`src/rtl/segre_pkg.sv`:
```
// segre_pkg: shared types and CSR field constants for the exception controller
package segre_pkg;
  localparam int WORD_SIZE = 32;
  localparam int MSTATUS_MIE_BIT = 3;
  localparam int MSTATUS_MPIE_BIT = 7;
  localparam int MSTATUS_MPP_HI = 12;
  localparam int MSTATUS_MPP_LO = 11;
  localparam logic [1:0] MTVEC_MODE_VECTORED = 2'b01;
  typedef enum logic [1:0] {IDLE, TRAP_WR, MRET_WR, REDIRECT} exc_state_e;
endpackage

```
`src/rtl/segre_trap_target.sv`:
```
// segre_trap_target: trap PC from mtvec; vectored interrupts only with SEGRE_VECTORED_IRQ_EN
module segre_trap_target
  import segre_pkg::*;
(
  input  logic [WORD_SIZE-1:0] mtvec_i,
`ifdef SEGRE_VECTORED_IRQ_EN
  input  logic [WORD_SIZE-1:0] cause_i,
`endif
  output logic [WORD_SIZE-1:0] target_o
);
  logic [WORD_SIZE-1:0] base;
  assign base = mtvec_i & ~32'h3;
`ifdef SEGRE_VECTORED_IRQ_EN
  assign target_o = (mtvec_i[1:0] == MTVEC_MODE_VECTORED && cause_i[31]) ? base + 32'({cause_i[30:0], 2'b00}) : base;
`else
  assign target_o = base;
`endif
endmodule

```
`src/rtl/segre_exception_controller.sv`:
```
// segre_exception_controller: trap/MRET sequencer writing CSRs and redirecting fetch
// Optional vectored interrupt targets with SEGRE_VECTORED_IRQ_EN.
module segre_exception_controller
  import segre_pkg::*;
#(
  parameter int IRQ_CAUSE = 11
) (
  input  logic                 clk_i,
  input  logic                 rst_i,
  input  logic                 exc_valid_i,
  input  logic [WORD_SIZE-1:0] exc_cause_i,
  input  logic [WORD_SIZE-1:0] pc_i,
  input  logic                 irq_i,
  input  logic                 mret_i,
  input  logic [WORD_SIZE-1:0] csr_mstatus_i,
  input  logic [WORD_SIZE-1:0] csr_mtvec_i,
  input  logic [WORD_SIZE-1:0] csr_mepc_i,
  output logic                 exc_we_o,
  output logic [WORD_SIZE-1:0] w_data_mstatus_o,
  output logic [WORD_SIZE-1:0] w_data_mtvec_o,
  output logic [WORD_SIZE-1:0] w_data_mepc_o,
  output logic [WORD_SIZE-1:0] w_data_mcause_o,
  output logic                 flush_o,
  output logic                 busy_o,
  output logic                 redirect_valid_o,
  output logic [WORD_SIZE-1:0] redirect_pc_o,
  input  logic                 redirect_ready_i
);
  localparam logic [WORD_SIZE-1:0] IRQ_MCAUSE = {1'b1, 31'(IRQ_CAUSE)};
  exc_state_e state_q, state_n;
  logic [WORD_SIZE-1:0] pc_q, cause_q, mstatus_q, mtvec_q, mepc_q, target, ms_trap, ms_mret;
  logic mret_q, irq_take, trap_take;
  assign irq_take = irq_i & csr_mstatus_i[MSTATUS_MIE_BIT];
  assign trap_take = exc_valid_i | irq_take;
  segre_trap_target u_target (
    .mtvec_i (mtvec_q),
`ifdef SEGRE_VECTORED_IRQ_EN
    .cause_i (cause_q),
`endif
    .target_o(target)
  );
  always_ff @(posedge clk_i) state_q <= rst_i ? IDLE : state_n;
  // cause_q only changes on traps, so it is also the last mcause written
  always_ff @(posedge clk_i) begin
    if (rst_i) begin
      pc_q <= '0;
      cause_q <= '0;
      mstatus_q <= '0;
      mtvec_q <= '0;
      mepc_q <= '0;
      mret_q <= 1'b0;
    end else if (state_q == IDLE && (trap_take || mret_i)) begin
      pc_q <= pc_i;
      mstatus_q <= csr_mstatus_i;
      mtvec_q <= csr_mtvec_i;
      mepc_q <= csr_mepc_i;
      mret_q <= !trap_take;
      if (trap_take) cause_q <= exc_valid_i ? {1'b0, exc_cause_i[30:0]} : IRQ_MCAUSE;
    end
  end
  always_comb begin
    ms_trap = mstatus_q;
    ms_trap[MSTATUS_MPIE_BIT] = mstatus_q[MSTATUS_MIE_BIT];
    ms_trap[MSTATUS_MIE_BIT] = 1'b0;
    ms_trap[MSTATUS_MPP_HI:MSTATUS_MPP_LO] = 2'b11;
    ms_mret = mstatus_q;
    ms_mret[MSTATUS_MIE_BIT] = mstatus_q[MSTATUS_MPIE_BIT];
    ms_mret[MSTATUS_MPIE_BIT] = 1'b1;
    ms_mret[MSTATUS_MPP_HI:MSTATUS_MPP_LO] = 2'b11;
    state_n = state_q;
    exc_we_o = 1'b0;
    flush_o = 1'b0;
    busy_o = state_q != IDLE;
    redirect_valid_o = 1'b0;
    redirect_pc_o = '0;
    w_data_mstatus_o = '0;
    w_data_mtvec_o = '0;
    w_data_mepc_o = '0;
    w_data_mcause_o = '0;
    case (state_q)
      IDLE: state_n = trap_take ? TRAP_WR : mret_i ? MRET_WR : IDLE;
      TRAP_WR, MRET_WR: begin
        exc_we_o = 1'b1;
        flush_o = 1'b1;
        w_data_mstatus_o = state_q == TRAP_WR ? ms_trap : ms_mret;
        w_data_mtvec_o = mtvec_q;
        w_data_mepc_o = state_q == TRAP_WR ? pc_q : mepc_q;
        w_data_mcause_o = cause_q;
        state_n = REDIRECT;
      end
      default: begin
        redirect_valid_o = 1'b1;
        redirect_pc_o = mret_q ? mepc_q : target;
        state_n = redirect_ready_i ? IDLE : REDIRECT;
      end
    endcase
  end
endmodule
```
`config.mk`:
```
export PLATFORM = sky130hd
export DESIGN_NAME = segre_exception_controller
export DESIGN_NICKNAME = d
export VERILOG_FILES = /design/src/rtl/segre_pkg.sv /design/src/rtl/segre_trap_target.sv /design/src/rtl/segre_exception_controller.sv
export SDC_FILE = /design/constraint.sdc
export NUM_CORES = 1
export LEC_CHECK = 0
export ABC_AREA = 1
export CORE_ASPECT_RATIO = 0.9
export CORE_MARGIN = 5
export CORE_UTILIZATION = 42
export CTS_CLUSTER_DIAMETER = 60
export DETAILED_ROUTE_END_ITERATION = 7
export GPL_ROUTABILITY_DRIVEN = 0
export HOLD_SLACK_MARGIN = 0.06
export PLACE_DENSITY = 0.89
export SYNTH_ARGS = -nofsm -noshare
export SYNTH_HDL_FRONTEND = slang
export SYNTH_SLANG_ARGS = --single-unit
```
`constraint.sdc`:
```
create_clock -name clk_i -period 2.2 [get_ports clk_i]
set_clock_uncertainty 0.15 [all_clocks]
set_input_delay 0.44 -clock clk_i [delete_from_list [all_inputs] [get_ports clk_i]]
set_output_delay 0.44 -clock clk_i [all_outputs]
set_load 0.03 [all_outputs]
```
==> parameters.txt, run 1 <==
Parameter                              Value

Outcome
  Run status    finished with violations
  Violated checks    negative setup slack

Layout
  Area grow syn2layout    85.2%
  Post-route cell area    13500 sq um
  Most used cells in the layout excluding fill and tap cells    329 x nor2_1, 162 x clkdlybuf4s50_1, 158 x dfxtp_1
  Diode insertion count for antenna repair    0
  Leading cell type in the layout, fill and taps excluded    nor2_1
  Share of post-route cells with drive strength above 1    34.3%
  Total Nets Final    1631

Drt
  Average wire per standard cell    19.0 microns
  Number of vias per cell after detailed routing    5.23
  Total via count in the routed design    8935
  Remaining DRCs    0
  Total Wirelength    32.4 mm
  Initial drt markers    580
  Initial DRT Pass Iterations    5
  Final antenna-violating net count    0

Yosys
  Avg Synthesized Cell Area    6.47 sq um
  Library cells used by synthesis    23
  Top cells by area, synth    dfxtp_1 44%, nor2_1 19%, o21ai_0 13%
  Number of cells produced by synthesis    1124
  Summed instance area of the synthesized netlist    7270 sq um
  Share of the synthesized area in the top cell type    44.3%
  Synthesis Warnings    0
  #FFs+latches synth    161
  Syn nets    1294
  Dominant cell type by area after synthesis    dfxtp_1
  Post-synthesis sequential area ratio    44.3%

STA
  Transition time of the tightest slew-check pin    0.543 ns
  Final critical-path setup slack    -0.180 ns
  Worst rel slew slack    63.8%
  Maximum achievable frequency    0.420 GHz
  Hold Fails Final Rpt    0
  Final worst path period need    2.38 ns
  Setup TNS    -16.74 ns
  Number of setup violations in the final report    153
  RSZ-0062 raised after global routing    true
  Total count of max-transition violations in the final report    0
  Share of the cycle needed by the critical path after routing    108%

Worst hold path
  Hold-critical path endpoint    pc_q[10]$_SDFFE_PP0P_
  Cell depth of the worst hold path    2
  Hold path start    pc_q[10]$_SDFFE_PP0P_
  Hold/Removal Path Class    reg2reg

Power
  Internal Power    12000 uW
  Power share of the clock group    15.8%
  Power density over the cells    1590 nW/um^2
  Share of power burned in combinational logic    60.7%
  Leakage Power    0.00653 uW
  Sequential fraction of design power    23.5%
  Switching portion of total power    44.1%
  Peak supply drop    0.892 mV
  Net switching power figure    9440 uW

Clock tree
  Clock tree from TritonCTS    done
  Clock latency of the later-clocked register in the worst-skew pair    0.41 ns
  TritonCTS buffer count    17
  Number of hold buffers added after cts    0
  Clock Tree Buf Depth    2
  H-Tree Level Count    4
  Library cell used as clock root buffer    clkbuf_16
  Count of clock tree sinks    161
  Clock transition at the registers of the reported paths    0.07 ns

Critical path
  CP startpoint    state_q[1]$_SDFF_PP0_
  Largest stage delay on the critical path    0.33 ns
  Worst path required time    1.61 ns
  Reg2Reg Capture Point    state_q[0]$_SDFF_PP0_
  Cell Chain, Critical Path    inv_2, ha_4, buf_12, buf_6, buf_6, o21ai_1, nor2_2, buf_6
  FF-to-FF Start    state_q[0]$_SDFF_PP0_
  Worst Setup Start Kind    flop
  Crit path kind    reg2out
  Critical path capture point type    output pin
  R2r setup slk    0.25 ns
  Cell occurring most often along the worst timing path    buf_6
  Endpoint arrival time on the critical path    1.79 ns
  Highest fanout seen on the critical path    6
  Slowest cell on crit path    dfxtp_2
  Worst Reg2Reg Path Length in Cells    8

GRT
  GRT Util Overall    29.7%
  Wire length of the first global-routing pass    46.7 mm
  Maximum number of pins on one net before global-route repair    68
  Remaining Overflow, GRT    0
  Number of antenna violations at the first check in global routing    0
  Via count of the first global-routing pass    8634

Place
  HPWL Detailed    19.0 mm
  Buffers added on ports    326
  Placement Cell Area    10800 sq um

Floorplan
  Starting utilization of the core area    42.9%
  Cell row count    45
  Core Region    16900 sq um
  Horizontal extent of the die    149 microns
  Area of the die    20100 sq um
  Vertical extent of the die    135 microns
  Number of primary I/O pins    330

Flow run
  Max-cap violation count    0
-- worst max path at each step --
stage | endpoint | depth (start not counted)
global placement | w_data_mepc_o[25] | 6
finish | w_data_mepc_o[21] | 8
floorplan | w_data_mepc_o[2] | 6
CTS | w_data_mepc_o[4] | 8
global route | redirect_pc_o[10] | 7
detailed placement | w_data_mepc_o[25] | 6
-- per-stage QoR --
stage                     total power [uW]  setup slack (ns)  utilization, %  hold WS [ns]  std cells
after floorplan                      10100            0.0113               -         0.290       1124
after global placement               13500            0.0113            64.0         0.296       1630
after detailed placement             13700           0.00679            64.0         0.304       1630
after CTS                            20500            -0.200            77.0         0.314       1698
after global routing                 22300            -0.255            79.5         0.352       1709
final                                21400            -0.180            79.5         0.336       1709
-- power by group through the flow --
stage	Combinational [uW]	Clock [uW]	Sequential, uW
2_1_floorplan	5570	0	4530
4_1_cts	12200	3380	4880
3_3_place_gp	8780	0	4720
5_1_grt	13700	3530	5130
3_5_place_dp	8910	0	4780
6_report	13000	3390	5020
-- metal layers --
metal	vias up	part of all wire, %	track usage (%)
met4	0	3.7	13.0
li1	4152	-	-
met1	4213	38	36.2
met5	-	0	0
met2	486	49	49.3
met3	84	8.9	8.19
-- repair_timing --
action	4_1_cts	5_1_grt
cloned	15	4
pin swaps	63	40
hold endpoints to repair	0	0
setup endpoints to repair	161	162
buffers inserted	21	10
gates resized for setup	351	131
-- critical path: cells and delay by family, from the launching register on --
| family | cells | cell delay [ns] |
|---|---|---|
| buffers and inverters | 5 | 0.55 |
| and+or+nand+nor | 1 | 0.11 |
| AOI/OAI and AO/OA | 1 | 0.09 |
| adders and majority gates | 1 | 0.29 |
| DFF | 1 | 0.33 |
-- cell families after synthesis --
| logic type | after synthesis | synth area share (%) |
|---|---|---|
| and+or+nand+nor | 546 | 28.4 |
| AOI/OAI and AO/OA | 225 | 15.5 |
| adders and majority gates | 4 | 0.688 |
| buffers and inverters | 188 | 11.1 |
| DFF | 161 | 44.3 |
-- flip-flops by register name (all words and copies together) (netlist names) --
signal / flops
mret_q: 1
mstatus_q: 30
mtvec_q: 32
cause_q: 32
state_q: 2
mepc_q: 32
pc_q: 32
-- synth_stat cells --
master and n:
buf_4 5, clkinv_1 1, nor3_1 3, ha_1 4, nand3_1 1, o21ai_0 182
buf_6 7, buf_1 2, inv_2 2, clkbuf_2 3, o21ai_1 6, inv_1 102
dfxtp_1 161, clkbuf_1 50, a21oi_1 34, nand2_1 161, nor2_1 377, buf_2 15
nand2_2 2, inv_6 1, nand3b_1 1, o22ai_1 3, or2_2 1
-- layout make-up --
class / instances / area (sq um)
inverters: 106 / 417
repair buffers: 400 / 4930
clock inverters: 11 / 199
well taps: 235 / 294
fillers: 986 / 3480
clock buffers: 21 / 470
flip-flops and latches: 161 / 3230
multi-input cells: 775 / 3930
Note: power is estimated with default switching activity, not from simulation.
==> run 2: changes to the inputs <==
==> constraint.sdc (replaced) <==
create_clock -name clk_i -period 2.2 [get_ports clk_i]
set_clock_uncertainty 0.15 [all_clocks]
set_input_delay 0.44 -clock clk_i [delete_from_list [all_inputs] [get_ports clk_i]]
set_output_delay 0.44 -clock clk_i [all_outputs]
set_load 0.1 [all_outputs]
==> run 2 against run 1 <==
Compared with the run above: die area is the same; design area grew 16%; largest cell class unchanged; setup slack lost 0.16 ns; the run still ends with negative setup slack left; core utilization grew 13 points; global-route usage grew 4.9 points; register-to-register slack gained 0.11 ns; non-clock buffer count shrank 6; via count grew 8.8%; critical path depth shrank 1; flip-flop and latch count is the same; routed wire length grew 29%; fmax shrank 6.2%.
==> parameters.txt, run 2 (synthesis results as in run 1) <==
Parameter                              Value

Outcome
  Run status    finished with violations
  Violated checks    negative setup slack

GRT
  Wire length of the first global-routing pass    53.7 mm (+15%)
  GRT Util Overall    34.6% (+4.9 points)
  Via count of the first global-routing pass    9544 (+11%)
  GR Util met1    37.6% (+1.5 points)
  Number of antenna violations at the first check in global routing    0 (unchanged)
  Met3 global-route usage    10.6% (+2.4 points)
  Maximum number of pins on one net before global-route repair    74 (+8.8%)
  Busiest layer in global routing    met2
  Met2 layer usage reported by global route    61.4% (+12 points)
  Remaining Overflow, GRT    0 (unchanged)

Worst hold path
  Hold/Removal Path Class    reg2reg

Clock tree
  Clock latency of the later-clocked register in the worst-skew pair    0.43 ns (+0.02 ns)
  TritonCTS buffer count    17 (unchanged)
  Clock Tree Buf Depth    2 (unchanged)
  H-Tree Level Count    4 (unchanged)
  Clock transition at the registers of the reported paths    0.07 ns (about the same)
  Clock tree from TritonCTS    done
  Count of clock tree sinks    161 (unchanged)
  Number of hold buffers added after cts    0 (unchanged)
  Library cell used as clock root buffer    clkbuf_16

Drt
  Number of vias per cell after detailed routing    5.71 (+9.2%)
  Average wire per standard cell    24.6 microns (+30%)
  Total via count in the routed design    9720 (+8.8%)
  Initial DRT Pass Iterations    7 (+2)
  Remaining DRCs    0 (unchanged)
  Initial drt markers    797 (+37%)
  Total Wirelength    42.0 mm (+29%)
  Final antenna-violating net count    0 (unchanged)

Critical path
  Crit path kind    reg2out
  Highest fanout seen on the critical path    6 (unchanged)
  Worst path required time    1.61 ns (about the same)
  Endpoint arrival time on the critical path    1.95 ns (+0.16 ns)
  Cell Chain, Critical Path    inv_4, ha_4, buf_12, buf_4, nand2_4, clkinvlp_4, buf_12
  Slowest cell on crit path    dfxtp_4
  Critical path buffers and inverters    5 (unchanged)
  Largest stage delay on the critical path    0.36 ns (+0.03 ns)
  Worst Setup Start Kind    flop
  Critical path capture point type    output pin
  Family with the most delay on the worst path    buffers and inverters
  Cell occurring most often along the worst timing path    buf_12

Layout
  Final-layout fill cell count    558 (-43%)
  Share of post-route cells with drive strength above 1    41.3% (+7.0 points)
  Diode insertion count for antenna repair    0 (unchanged)
  Total Nets Final    1625 (-0.37%)
  Post-route cell area    15600 sq um (+16%)
  Post-route core utilization    92.2% (+13 points)
  Area grow syn2layout    115%
  Most used cells in the layout excluding fill and tap cells    282 x nor2_1, 187 x buf_12, 162 x clkdlybuf4s50_1
  Leading cell type in the layout, fill and taps excluded    nor2_1

Floorplan
  Horizontal extent of the die    149 microns (unchanged)
  Starting utilization of the core area    42.9% (unchanged)
  Vertical extent of the die    135 microns (unchanged)
  Number of primary I/O pins    330 (unchanged)
  Area of the die    20100 sq um (unchanged)
  Core Region    16900 sq um (unchanged)
  Cell row count    45 (unchanged)

STA
  Number of setup violations in the final report    163 (+6.5%)
  Share of the cycle needed by the critical path after routing    115% (+7.1 points)
  Total count of max-transition violations in the final report    0 (unchanged)
  Hold Fails Final Rpt    0 (unchanged)
  RSZ-0062 raised after global routing    true
  Final critical-path setup slack    -0.337 ns (-0.157 ns)
  Maximum achievable frequency    0.394 GHz (-6.2%)
  Transition time of the tightest slew-check pin    0.463 ns (-0.0802 ns)
  Final worst path period need    2.54 ns (+0.157 ns)
  Worst rel slew slack    69.1% (+5.3 points)

Place
  Buffers added on ports    326 (unchanged)
  HPWL Detailed    22.9 mm (+21%)
  Placement Cell Area    13400 sq um (+24%)

Flow run
  Max-cap violation count    0 (unchanged)
==> run 2: cell count changes in the layout (fill, tap and decap cells not counted), moves of 14 or more <==
cell        change
buf_12        +146
buf_4          -19
buf_6         -117
clkinvlp_4     +92
inv_1          -16
inv_2          -75
nand2_4        +22
nor2_1         -47
nor2_2         -14
nor2_4         +61
o21ai_1        -25
o21ai_2        +18
==> run 2: worst min-delay path, stage by stage, from the launching register on <==
cell     delay [ns]
dfxtp_1        0.32
nand2_1        0.06
a21oi_1        0.05
==> run 2: timing repair <==
action                                  in CTS  in global routing
pin swaps                                   20                 70
gates resized for setup                    145                156
buffers inserted                            17                  7
endpoints found under the setup margin     162                162
cloned                                       9                  8
==> run 2: final timing paths <==
path,startpoint,depth (start not counted),slack [ns],end
setup / recovery,state_q[0]$_SDFF_PP0_,7,-0.34,w_data_mstatus_o[9]
hold / removal,cause_q[20]$_SDFFE_PP0P_,2,0.32,cause_q[20]$_SDFFE_PP0P_
setup reg to reg,state_q[0]$_SDFF_PP0_,7,0.36,state_q[1]$_SDFF_PP0_
hold reg to reg,cause_q[20]$_SDFFE_PP0P_,2,0.32,cause_q[20]$_SDFFE_PP0P_
==> run 2: metrics by stage <==
stage / hold WS [ns] / worst slack [ns] / setup TNS, ns / instances
after CTS: 0.317 / -0.285 / -33.62 / 1690
final: 0.324 / -0.337 / -37.84 / 1703
after floorplan: 0.290 / -0.191 / -22.14 / 1124
after global routing: 0.335 / -0.372 / -44.07 / 1703
after detailed placement: 0.306 / 0.0448 / 0 / 1632
after global placement: 0.298 / 0.119 / 0 / 1632
==> run 2: area by class of cell <==
class                   count  area (sq um)  share of cell area, %
multi-input cells         775          4720                   30.2
flip-flops and latches    161          3230                   20.7
clock buffers              17           425                   2.72
clock inverters            15           160                   1.02
repair buffers            394          6030                   38.6
inverters                 106           764                   4.89
well taps                 235           294                   1.88
==> run 2: routing by layer <==
layer	up-vias	routed length (microns)
met3	225	4180
met2	742	20900
li1	4144	-
met4	0	2750
met5	-	0
met1	4609	14100
Power of run 2 is left out: the tool's default activity adds up to more than one toggle a clock period on the data nets, which glitch-free logic cannot reach.
